`config.mk`:
```
export PLATFORM = sky130hd
export DESIGN_NAME = tdm_demux18
export DESIGN_NICKNAME = d
export VERILOG_FILES = /design/src/rtl/tdm18_pkg.sv /design/src/rtl/dmux18.sv /design/src/rtl/tdm_demux18.sv
export SDC_FILE = /design/constraint.sdc
export NUM_CORES = 1
export LEC_CHECK = 0
export BUFFER_PORTS_ARGS = -buffer_cell sky130_fd_sc_hd__buf_2
export CAP_MARGIN = 20
export CORE_UTILIZATION = 56
export CTS_CLUSTER_SIZE = 24
export DETAILED_ROUTE_END_ITERATION = 10
export PLACE_DENSITY = 0.81
export REMOVE_ABC_BUFFERS = 1
export SKIP_LAST_GASP = 1
export SLEW_MARGIN = 20
export SYNTH_ARGS = -nofsm -noshare
export SYNTH_HDL_FRONTEND = slang
export SYNTH_SLANG_ARGS = --single-unit
```
`constraint.sdc`:
```
create_clock -name clk -period 5.4 [get_ports clk]
set_clock_uncertainty 0.1 [all_clocks]
set_input_delay 0.27 -clock clk [delete_from_list [all_inputs] [get_ports clk]]
set_output_delay 0.27 -clock clk [all_outputs]
set_load 0.05 [all_outputs]
```
`src/rtl/tdm18_pkg.sv`:
```
// Shared constants and state encoding for the 8-slot TDM receive demux.
package tdm18_pkg;
  localparam int NCH       = 8;
  localparam int SELW      = 3;
  localparam int SLOT_LAST = NCH - 1;

  typedef enum logic {
    HUNT   = 1'b0,
    ACTIVE = 1'b1
  } state_t;
endpackage

```
`src/rtl/dmux18.sv`:
```
// 1:NCH one-hot decoder: drives strobe k when enabled and select equals k.
module dmux18
  import tdm18_pkg::*;
(
  input  logic [SELW-1:0] sel,
  input  logic            en,
  output logic [NCH-1:0]  stb
);
  for (genvar k = 0; k < NCH; k++) begin : g_dec
    assign stb[k] = en && (sel == SELW'(k));
  end
endmodule

```
`src/rtl/tdm_demux18.sv`:
```
// TDM 1:8 receive demux: realigns a serial slot stream into one parallel word per
// frame, with sync hunting and framing-error detection.
module tdm_demux18
  import tdm18_pkg::*;
(
  input  logic            clk,
  input  logic            rst_n,
  input  logic            din_valid,
  input  logic            din,
  input  logic            frame_sync,
  output logic [NCH-1:0]  dout,
  output logic            dout_valid,
  output logic [NCH-1:0]  ch_stb,
  output logic [SELW-1:0] slot,
  output logic            locked,
  output logic            frame_err
);
  state_t          state, state_nxt;
  logic [SELW-1:0] slot_nxt, wr_slot;
  logic            wr_en, done, err;
  logic [NCH-1:0]  wr_stb;
  logic [NCH-2:0]  shadow;

  always_ff @(posedge clk or negedge rst_n) begin
    if (!rst_n) begin
      state <= HUNT;
      slot  <= '0;
    end else begin
      state <= state_nxt;
      slot  <= slot_nxt;
    end
  end

  // A sync beat always restarts the frame at slot 0; it is an error only if it
  // cuts an in-progress frame short.
  always_comb begin
    state_nxt = state;
    slot_nxt  = slot;
    wr_en     = 1'b0;
    wr_slot   = slot;
    done      = 1'b0;
    err       = 1'b0;
    if (din_valid) begin
      if (frame_sync) begin
        state_nxt = ACTIVE;
        wr_en     = 1'b1;
        wr_slot   = '0;
        slot_nxt  = SELW'(1);
        err       = (state == ACTIVE) && (slot != '0);
      end else if (state == ACTIVE) begin
        if (slot == '0) begin
          state_nxt = HUNT;
          slot_nxt  = '0;
          err       = 1'b1;
        end else begin
          wr_en    = 1'b1;
          slot_nxt = slot + SELW'(1);
          done     = (slot == SELW'(SLOT_LAST));
        end
      end
    end
  end

  always_comb begin
    locked = (state == ACTIVE);
  end

  dmux18 u_dmux (
    .sel (wr_slot),
    .en  (wr_en),
    .stb (wr_stb)
  );

  // Last slot bit bypasses the shadow straight into dout so the word lands in one edge.
  always_ff @(posedge clk or negedge rst_n) begin
    if (!rst_n) begin
      shadow     <= '0;
      dout       <= '0;
      dout_valid <= 1'b0;
      ch_stb     <= '0;
      frame_err  <= 1'b0;
    end else begin
      for (int k = 0; k < NCH - 1; k++)
        if (wr_stb[k]) shadow[k] <= din;
      if (done) dout <= {din, shadow};
      dout_valid <= done;
      ch_stb     <= wr_stb;
      frame_err  <= err;
    end
  end
endmodule

```
After elaboration in Yosys (flattened, before gate mapping)
Cells that the tools add are included.

Register bits after elaboration: 29. Input bits: 5. Output and inout bits: 22. Word-level logic and storage cells: 53.

$add $sub $neg: 1. Eq/ne operators: 8. Mux-type cells: 17. Reductions and logical operators: 14.

Operator list (number): 3-bit == test, second input constant (5); 3-bit two-way mux (5); 1-bit two-way mux (12); 1-bit logical AND (9); 3-bit by 2-bit == test with 1-bit output, second input constant (2); 3-bit logical NOT (2); 3-bit by 1-bit adder with 3-bit output, second input constant (1); 3-bit by 1-bit == test with 1-bit output, second input constant (1); 3-bit nonzero test (1); 2-bit AND reduction (1); 2-bit nonzero test (1).

Logic depth before layout (Yosys ltp)
Gate-level depths: netlist of run 1.

Depth after elaboration: 6. Depth in mapped cells: 5. Depth with buffers taken out: 5.

Cells and area by module
Synthesis of run 1 repeated with hierarchy kept, for this count alone.

Cells, all modules: 83. Area total of the unflattened synthesis: 1202.4 sq um.

By module, submodules not included: tdm_demux18 (times used 1, cells an instance 75, area each 1106.1 sq um, seq. area each 725.7 sq um); dmux18 (times used 1, cells an instance 8, area each 96.3 sq um, seq. area each 0.0 sq um).

Least setup slack after synthesis of run 1
No wires, ideal clock.

Path type: register -> register. Start: reg slot[1]. End: reg shadow[0]. Library setup time: 0.137 ns. Data arrival time: 1.996 ns. Data required time: 5.163 ns. Setup slack: 3.167 ns. Stages on the path, launching flop included: 6. Buffers on the path: 0. Clock period less this slack: 2.233 ns. Path through: dfrtp_1 inv_2 ha_1 or4b_4 o211ai_2 o311ai_2.

Cells in the longest elaborated chain, start to end: 6. Elaborated cells on any way between the ends: 9. Those cells by class: 6 x mux; 3 x reduce/logical.

Ends and longest elaborated chain: start, declared (line tdm_demux18.sv:14) `output logic [SELW-1:0] slot,`; start signal, assigned (line tdm_demux18.sv:30) `slot <= slot_nxt;`; 3-bit logical NOT (line tdm_demux18.sv:51) `if (slot == '0) begin`; 1-bit two-way mux (line tdm_demux18.sv:51); 1-bit two-way mux (line tdm_demux18.sv:50) `end else if (state == ACTIVE) begin`; 1-bit two-way mux (line tdm_demux18.sv:44) `if (frame_sync) begin`; 1-bit two-way mux (line tdm_demux18.sv:43) `if (din_valid) begin`; 1-bit logical AND * (line dmux18.sv:10) `assign stb[k] = en && (sel == SELW'(k));`; end signal, assigned by index (line tdm_demux18.sv:84) `if (wr_stb[k]) shadow[k] <= din;`; end, declared (line tdm_demux18.sv:22) `logic [NCH-2:0] shadow;`.

Mark *: on every way between the ends. The rest lies on a longest branch, timed or not. A chain may end at the register's enable or synchronous reset.

Worst setup path after layout of run 1
Start: reg slot[1]. End: reg dout[6].

Cells in the longest elaborated chain, start to end: 5. Elaborated cells on any way between the ends: 6. Those cells by class: 1 x eq/ne; 4 x mux; 1 x reduce/logical.

Ends and longest elaborated chain: 3-bit == test or 3-bit logical NOT (tied branches) (line tdm_demux18.sv:58, tdm_demux18.sv:51); 1-bit two-way mux * (line tdm_demux18.sv:51); 1-bit two-way mux * (line tdm_demux18.sv:50); 1-bit two-way mux * (line tdm_demux18.sv:44); 1-bit two-way mux * (line tdm_demux18.sv:43); end signal, assigned (line tdm_demux18.sv:85) `if (done) dout <= {din, shadow};`; end, declared (line tdm_demux18.sv:11) `output logic [NCH-1:0] dout,`.

Marked as above.

==> results of run 1 <==
[registers in the layout, indices dropped and copies added, names as in the netlist]
| name | count |
|---|---|
| frame_err | 1 |
| dout | 8 |
| slot | 3 |
| locked | 1 |
| dout_valid | 1 |
| ch_stb | 8 |
| shadow | 7 |
[critical path: cells and delay by family, from the launching register on]
kind	cells	cell delay [ps]
muxes	1	390
adders and majority gates	1	310
and+or+nand+nor	2	480
DFF	1	570
buffers and inverters	1	110
[how the worst max path moves through the flow]
stage,start,to
CTS,slot[1],dout[6]
finish,slot[1],dout[6]
floorplan,slot[1],shadow[0]
global route,slot[1],dout[6]
detailed placement,slot[0],dout[6]
global placement,slot[0],shadow[0]
[synthesized netlist by cell type, types with 2 or more instances]
cell type                  number
sky130_fd_sc_hd__o22ai_1        2
sky130_fd_sc_hd__inv_1          5
sky130_fd_sc_hd__dfrtp_1       29
sky130_fd_sc_hd__nor4_2         5
sky130_fd_sc_hd__ha_1           3
sky130_fd_sc_hd__buf_2          2
sky130_fd_sc_hd__nand2_1        4
sky130_fd_sc_hd__nor2_1         3
sky130_fd_sc_hd__nand4b_1       2
sky130_fd_sc_hd__mux2_2         3
sky130_fd_sc_hd__nand2b_1       4
sky130_fd_sc_hd__mux2_1        11
[logic make-up after synthesis]
| group | Yosys count | synth area share, % |
|---|---|---|
| compound gates | 10 | 6.93 |
| simple gates | 23 | 15.0 |
| fa+ha+maj | 3 | 3.01 |
| flops | 29 | 58.2 |
| xor+xnor | 1 | 0.703 |
| mux | 14 | 12.7 |
| buf+inv | 10 | 3.51 |
[power breakdown]
group	switching, mW	internal (mW)	total, mW
Sequential	0.0519	0.261	0.313
Clock	0.0773	0.0490	0.126
Combinational	0.178	0.0806	0.258
Total	0.307	0.391	0.698
[through the flow]
step | hold WS, ps | area [sq um]
2_1_floorplan | -126 | 1220
3_3_place_gp | 207 | 1390
3_5_place_dp | 214 | 1390
4_1_cts | 147 | 1450
5_1_grt | 147 | 1450
6_report | 154 | 1450
[layout make-up]
class	count	area (sq um)	area share, %
clock inverter	3	17.5	1.20
inverter	6	22.5	1.55
sequential	29	726	49.9
timing repair buffer	27	140	9.64
tap	27	33.8	2.32
clock buffer	5	37.5	2.58
multi-input combinational	51	477	32.8
[per-layer routing]
metal  GRT usage (%)  up-vias  wire, microns
met3            6.85        6             92
met1            29.7      381           1050
met5               0        -              0
li1                -      384              -
met2            30.4       21           1050
met4            11.8        0             44
==> flow_metrics.py, run 1 <==
metrics = {
    "outcome": {
        "outcome": "completed",
    },
    "detailed_routing": {
        "first_iter_violations": 9,
        "detailedRoute.firstPassIterationCount": 2,
        "ant_nets": 0,
        "total_wirelength_of_the_detailed_routed_design_microns": 2240,
        "post_drt_via_cell_ratio": 5.35,
        "post_drt_wl_per_cell_microns": 15.1,
        "drc": 0,
        "num_vias": 792,
    },
    "global_routing": {
        "first_global_vias": 759,
        "global_route.overflow_total": 0,
        "grt_max_degree": 30,
        "grt_antenna_before_repair": 0,
        "grt.total_usage_pct": 21.6,
        "grt_pass1_wl_microns": 3730,
    },
    "placement": {
        "place_inst": 139,
        "portBuffers": 26,
        "dp_slack_ps": 3360,
        "gpl_wtd_cong": 0.757,
        "dp.final_hpwl_microns": 1510,
    },
    "hold_path": {
        "hold_path.class": "input pin to register",
        "worstHoldPathCells": 2,
        "worst_hold_path.endpoint": "ch_stb[0]",
        "hold_path.startpoint": "din_valid",
    },
    "setup_path": {
        "timing.critical_path.fanout_max": 9,
        "timing.critical_path.to_type": "register",
        "worst_endpoint_required_time_ps": 5500,
        "setup.worst_path.class": "register to register",
        "cp_slowest_cell": "sky130_fd_sc_hd__dfrtp_1",
        "reg2reg_depth": 5,
        "setup.worst_path.start_class": "register",
        "crit_path_max_incr_delay_ps": 570,
        "worst-r2r-setup-slack_ps": 3310,
        "arrival_time_at_the_worst_endpoint_ps": 2190,
        "r2r_start": "slot[1]",
        "cp_cell_sequence": "inv_2 > ha_1 > nand2b_1 > nand4b_4 > mux2_1",
        "reg2reg_to": "dout[6]",
    },
    "finish": {
        "finish.utilization_pct": 71.9,
        "antenna-diode-count": 0,
        "fillers": 153,
        "mostFrequentLayoutCells": "sky130_fd_sc_hd__dfrtp_1, sky130_fd_sc_hd__buf_2, sky130_fd_sc_hd__mux2_1",
        "drive_above_1_share_pct": 38.8,
        "nets_final": 128,
        "layout_commonest_cell": "sky130_fd_sc_hd__dfrtp_1",
        "area_growth_syn_to_layout_pct": 16.7,
        "final_cell_count_no_fill": 148,
    },
    "timing": {
        "layout_worst_path_cycle_share_pct": 38.7,
        "number_of_setup_violations_in_the_final_report": 0,
        "final_hold_viol_count": 0,
        "min_period_ps": 2090,
        "fin_tns_setup_ps": 0,
        "maxSlewViolCount": 0,
        "relSlewSlack_pct": 59.8,
        "max_clock_freq_mhz": 478,
        "rsz0062_at_grt": "false",
        "timing.final.ws_setup_ps": 3310,
        "worstMarginPinSlew_ps": 603,
    },
    "clock_network": {
        "number_of_buffers_inserted_by_post_cts_setup_repair": 0,
        "numClockSinks": 29,
        "tritoncts_clock_tree": "done",
        "clk-insertion-delay-late_ps": 330,
        "clk_transition_reported_paths_ps": 100,
        "clk_path_buf_depth": 2,
        "cts.hold.buffers_added": 1,
        "h-tree-depth": 2,
        "cts_inserted_buffers": 5,
        "number_of_cells_upsized_or_downsized_after_cts": 0,
        "clock-root-buffer": "sky130_fd_sc_hd__clkbuf_4",
    },
    "synthesis": {
        "synth_edf_count": 0,
        "synth_top_area_share_pct": 58.2,
        "total_of_flip_flops_plus_latches_after_synthesis": 29,
        "synth-seq-area-share_pct": 58.2,
        "synthesis.yosys.warnings": 0,
        "synth_ff_type": "sky130_fd_sc_hd__dfrtp_1",
        "netlist_area_sq_mm": 0.00125,
        "synthDominantAreaCellType": "sky130_fd_sc_hd__dfrtp_1",
        "synth_cells": 90,
        "synth_cell_types": 29,
        "postSynth.asyncResetShare_pct": 100,
        "biggest_area_contributors_in_the_synthesized_netlist": "sky130_fd_sc_hd__dfrtp_1, sky130_fd_sc_hd__mux2_1, sky130_fd_sc_hd__nor4_2",
        "syn_avg_cell_area_sq_um": 13.8,
    },
    "power_and_ir_drop": {
        "finalPower_uw": 698,
        "cellPowerDensity_mw_per_mm2": 480,
        "vdd.ir_drop.worst_mv": 0.313,
        "power.static_leakage_nw": 0.775,
    },
    "floorplan": {
        "floorplan.core_area_sq_mm": 0.00202,
        "die_height_microns": 49.2,
        "die_width_microns": 49.2,
        "start_util_pct": 61.6,
        "design.die.area_sq_mm": 0.00242,
        "site_rows": 16,
        "design.portCount": 27,
    },
    "job": {
        "cap_viol_max_count": 0,
    },
}
Note: power is estimated with default switching activity, not from simulation.
==> run 2, diff against run 1 <==
CORE_UTILIZATION = 47   (was 56)
PLACE_DENSITY = 0.72   (was 0.81)
clock period = 1.9 ns   (was 5.4 ns; I/O delays follow)
==> run 2 against run 1 <==
  * Combinational power grew to 3.2 times the previous value
  * Die area up 18%
  * Sequential share of layout area down 1.7 points
  * Global-route usage is 1.3 points lower
  * Via count is 6.7% higher
  * Core utilization decreased by 12 points
  * Largest power group unchanged
  * Sequential cell count is the same
  * Design area increased by 3.4%
  * Hold slack worse by 110 ps
  * Largest cell class unchanged
  * First-iteration DRC count fell by 33%
  * Critical path depth unchanged
  * Register-to-register slack got worse by 3200 ps
==> flow_metrics.py, run 2 (synthesis results as in run 1) <==
metrics = {
    "outcome": {
        "outcome": "completed",
    },
    "placement": {
        "place_inst": 146,
        "place_area_sq_mm": 0.00142,
        "dp_slack_ps": 153,
        "portBuffers": 26,
        "dp.final_hpwl_microns": 1570,
        "gpl_wtd_cong": 0.900,
    },
    "clock_network": {
        "h-tree-depth": 2,
        "clock-root-buffer": "sky130_fd_sc_hd__clkbuf_4",
        "clk-insertion-delay-late_ps": 320,
        "clk_transition_reported_paths_ps": 90,
        "numClockSinks": 29,
        "clk_path_buf_depth": 2,
        "number_of_buffers_inserted_by_post_cts_setup_repair": 0,
        "cts_inserted_buffers": 5,
        "tritoncts_clock_tree": "done",
    },
    "setup_path": {
        "worst-r2r-setup-slack_ps": 150,
        "reg2reg_to": "shadow[3]",
        "timing.critical_path.fanout_max": 5,
        "timing.critical_path.to_type": "register",
        "setup.worst_path.start_class": "register",
        "worst_endpoint_required_time_ps": 2010,
        "arrival_time_at_the_worst_endpoint_ps": 1860,
        "setup.worst_path.class": "register to register",
        "r2r_start": "slot[0]",
        "reg2reg_depth": 5,
    },
    "floorplan": {
        "design.portCount": 27,
        "floorplan.core_area_sq_mm": 0.00250,
        "start_util_pct": 49.8,
        "design.die.area_sq_mm": 0.00286,
        "die_height_microns": 53.5,
        "die_width_microns": 53.5,
        "site_rows": 18,
    },
    "power_and_ir_drop": {
        "cellPowerDensity_mw_per_mm2": 1340,
        "power.switching_uw": 858,
        "clock_power_share_pct": 17.1,
        "p_int_mw": 1.16,
        "vdd.ir_drop.worst_mv": 0.976,
        "finalPower_mw": 2.02,
        "power.sequential.fraction_pct": 41.9,
        "power.static_leakage_nw": 0.805,
        "swShare_pct": 42.5,
        "combinationalPowerShare_pct": 40.9,
    },
    "timing": {
        "layout_worst_path_cycle_share_pct": 92.1,
        "rsz0062_at_grt": "false",
        "final_hold_viol_count": 0,
        "hold-worst-slack_ps": 39.8,
        "min_period_ps": 1750,
        "number_of_setup_violations_in_the_final_report": 0,
        "max_clock_freq_mhz": 572,
        "maxSlewViolCount": 0,
        "fin_tns_setup_ps": 0,
        "worstMarginPinSlew_ps": 630,
        "relSlewSlack_pct": 58.0,
        "timing.final.ws_setup_ps": 151,
    },
    "detailed_routing": {
        "num_vias": 845,
        "ant_nets": 0,
        "total_wirelength_of_the_detailed_routed_design_microns": 2250,
        "first_iter_violations": 6,
        "post_drt_wl_per_cell_microns": 14.3,
        "detailedRoute.firstPassIterationCount": 4,
        "drc": 0,
        "post_drt_via_cell_ratio": 5.38,
    },
    "global_routing": {
        "grt_max_degree": 30,
        "grt_antenna_before_repair": 0,
        "global_route.overflow_total": 0,
        "grt.total_usage_pct": 20.4,
        "grt_pass1_wl_microns": 3820,
        "first_global_vias": 806,
    },
    "finish": {
        "final_cell_count_no_fill": 157,
        "fillers": 201,
        "layout_commonest_cell": "sky130_fd_sc_hd__dfrtp_1",
        "area_of_all_placed_cells_without_fillers_sq_mm": 0.00150,
        "antenna-diode-count": 0,
        "finish.utilization_pct": 60.2,
        "area_growth_syn_to_layout_pct": 20.7,
        "reg.largest.list": "ch_stb (8), dout (8), shadow (7)",
        "mostFrequentLayoutCells": "sky130_fd_sc_hd__dfrtp_1, sky130_fd_sc_hd__buf_2, sky130_fd_sc_hd__mux2_1",
        "nets_final": 134,
        "drive_above_1_share_pct": 39.4,
    },
    "hold_path": {
        "hold_path.startpoint": "din",
        "hold_path.class": "input pin to register",
        "worstHoldPathCells": 2,
        "worst_hold_path.endpoint": "dout[7]",
    },
    "job": {
        "cap_viol_max_count": 0,
    },
}
## run 2: cell count changes in the layout (fill, tap and decap cells not counted)
cell	delta
sky130_fd_sc_hd__clkinvlp_4	-1
sky130_fd_sc_hd__dlygate4sd3_1	+2
sky130_fd_sc_hd__clkbuf_1	+1
sky130_fd_sc_hd__buf_4	+4
## run 2: how the worst max path moves through the flow
stage	start	slack [ps]	end
4_1_cts	slot[0]	150	shadow[3]
2_1_floorplan	slot[1]	-330	shadow[0]
3_3_place_gp	slot[0]	210	shadow[1]
6_report	slot[0]	150	shadow[3]
5_1_grt	slot[0]	30	shadow[2]
3_5_place_dp	slot[0]	150	shadow[3]
## run 2: layer usage
| layer | vias up | global-route usage [%] | wire (microns) |
|---|---|---|---|
| met2 | 33 | 31.0 | 1040 |
| met4 | 0 | 11.8 | 67 |
| met5 | - | 0 | 0 |
| met1 | 410 | 23.5 | 1020 |
| met3 | 8 | 8.62 | 118 |
| li1 | 394 | - | - |
## run 2: layout make-up
class                           count  area (sq um)  area share [%]
Multi-Input combinational cell     51           477            31.7
Inverter                            6          22.5            1.50
Sequential cell                    29           726            48.3
Tap cell                           30          37.5            2.50
Clock buffer                        6          41.3            2.75
Timing Repair Buffer               33           190            12.6
Clock inverter                      2          10.0           0.666
## run 2: power groups by stage
| stage | clock (mW) | combinational [mW] | sequential (mW) |
|---|---|---|---|
| 5_1_grt | 0.396 | 0.894 | 0.866 |
| 3_3_place_gp | 0 | 0.802 | 0.850 |
| 3_5_place_dp | 0 | 0.826 | 0.857 |
| 2_1_floorplan | 0 | 0.319 | 1.12 |
| 6_report | 0.346 | 0.827 | 0.847 |
| 4_1_cts | 0.363 | 0.831 | 0.847 |
## run 2: worst max-delay path, stage by stage (launching register included)
cell	delay [ps]
sky130_fd_sc_hd__dfrtp_1	350
sky130_fd_sc_hd__inv_1	70
sky130_fd_sc_hd__ha_1	260
sky130_fd_sc_hd__buf_4	170
sky130_fd_sc_hd__nor4_2	320
sky130_fd_sc_hd__mux2_1	360
## run 2: repair_timing
| action | CTS | global route |
|---|---|---|
| setup endpoints to repair | 0 | 0 |
| endpoints found under the hold margin | 32 | 0 |
| resized for setup | 0 | 0 |
| hold buffers | 3 | 0 |
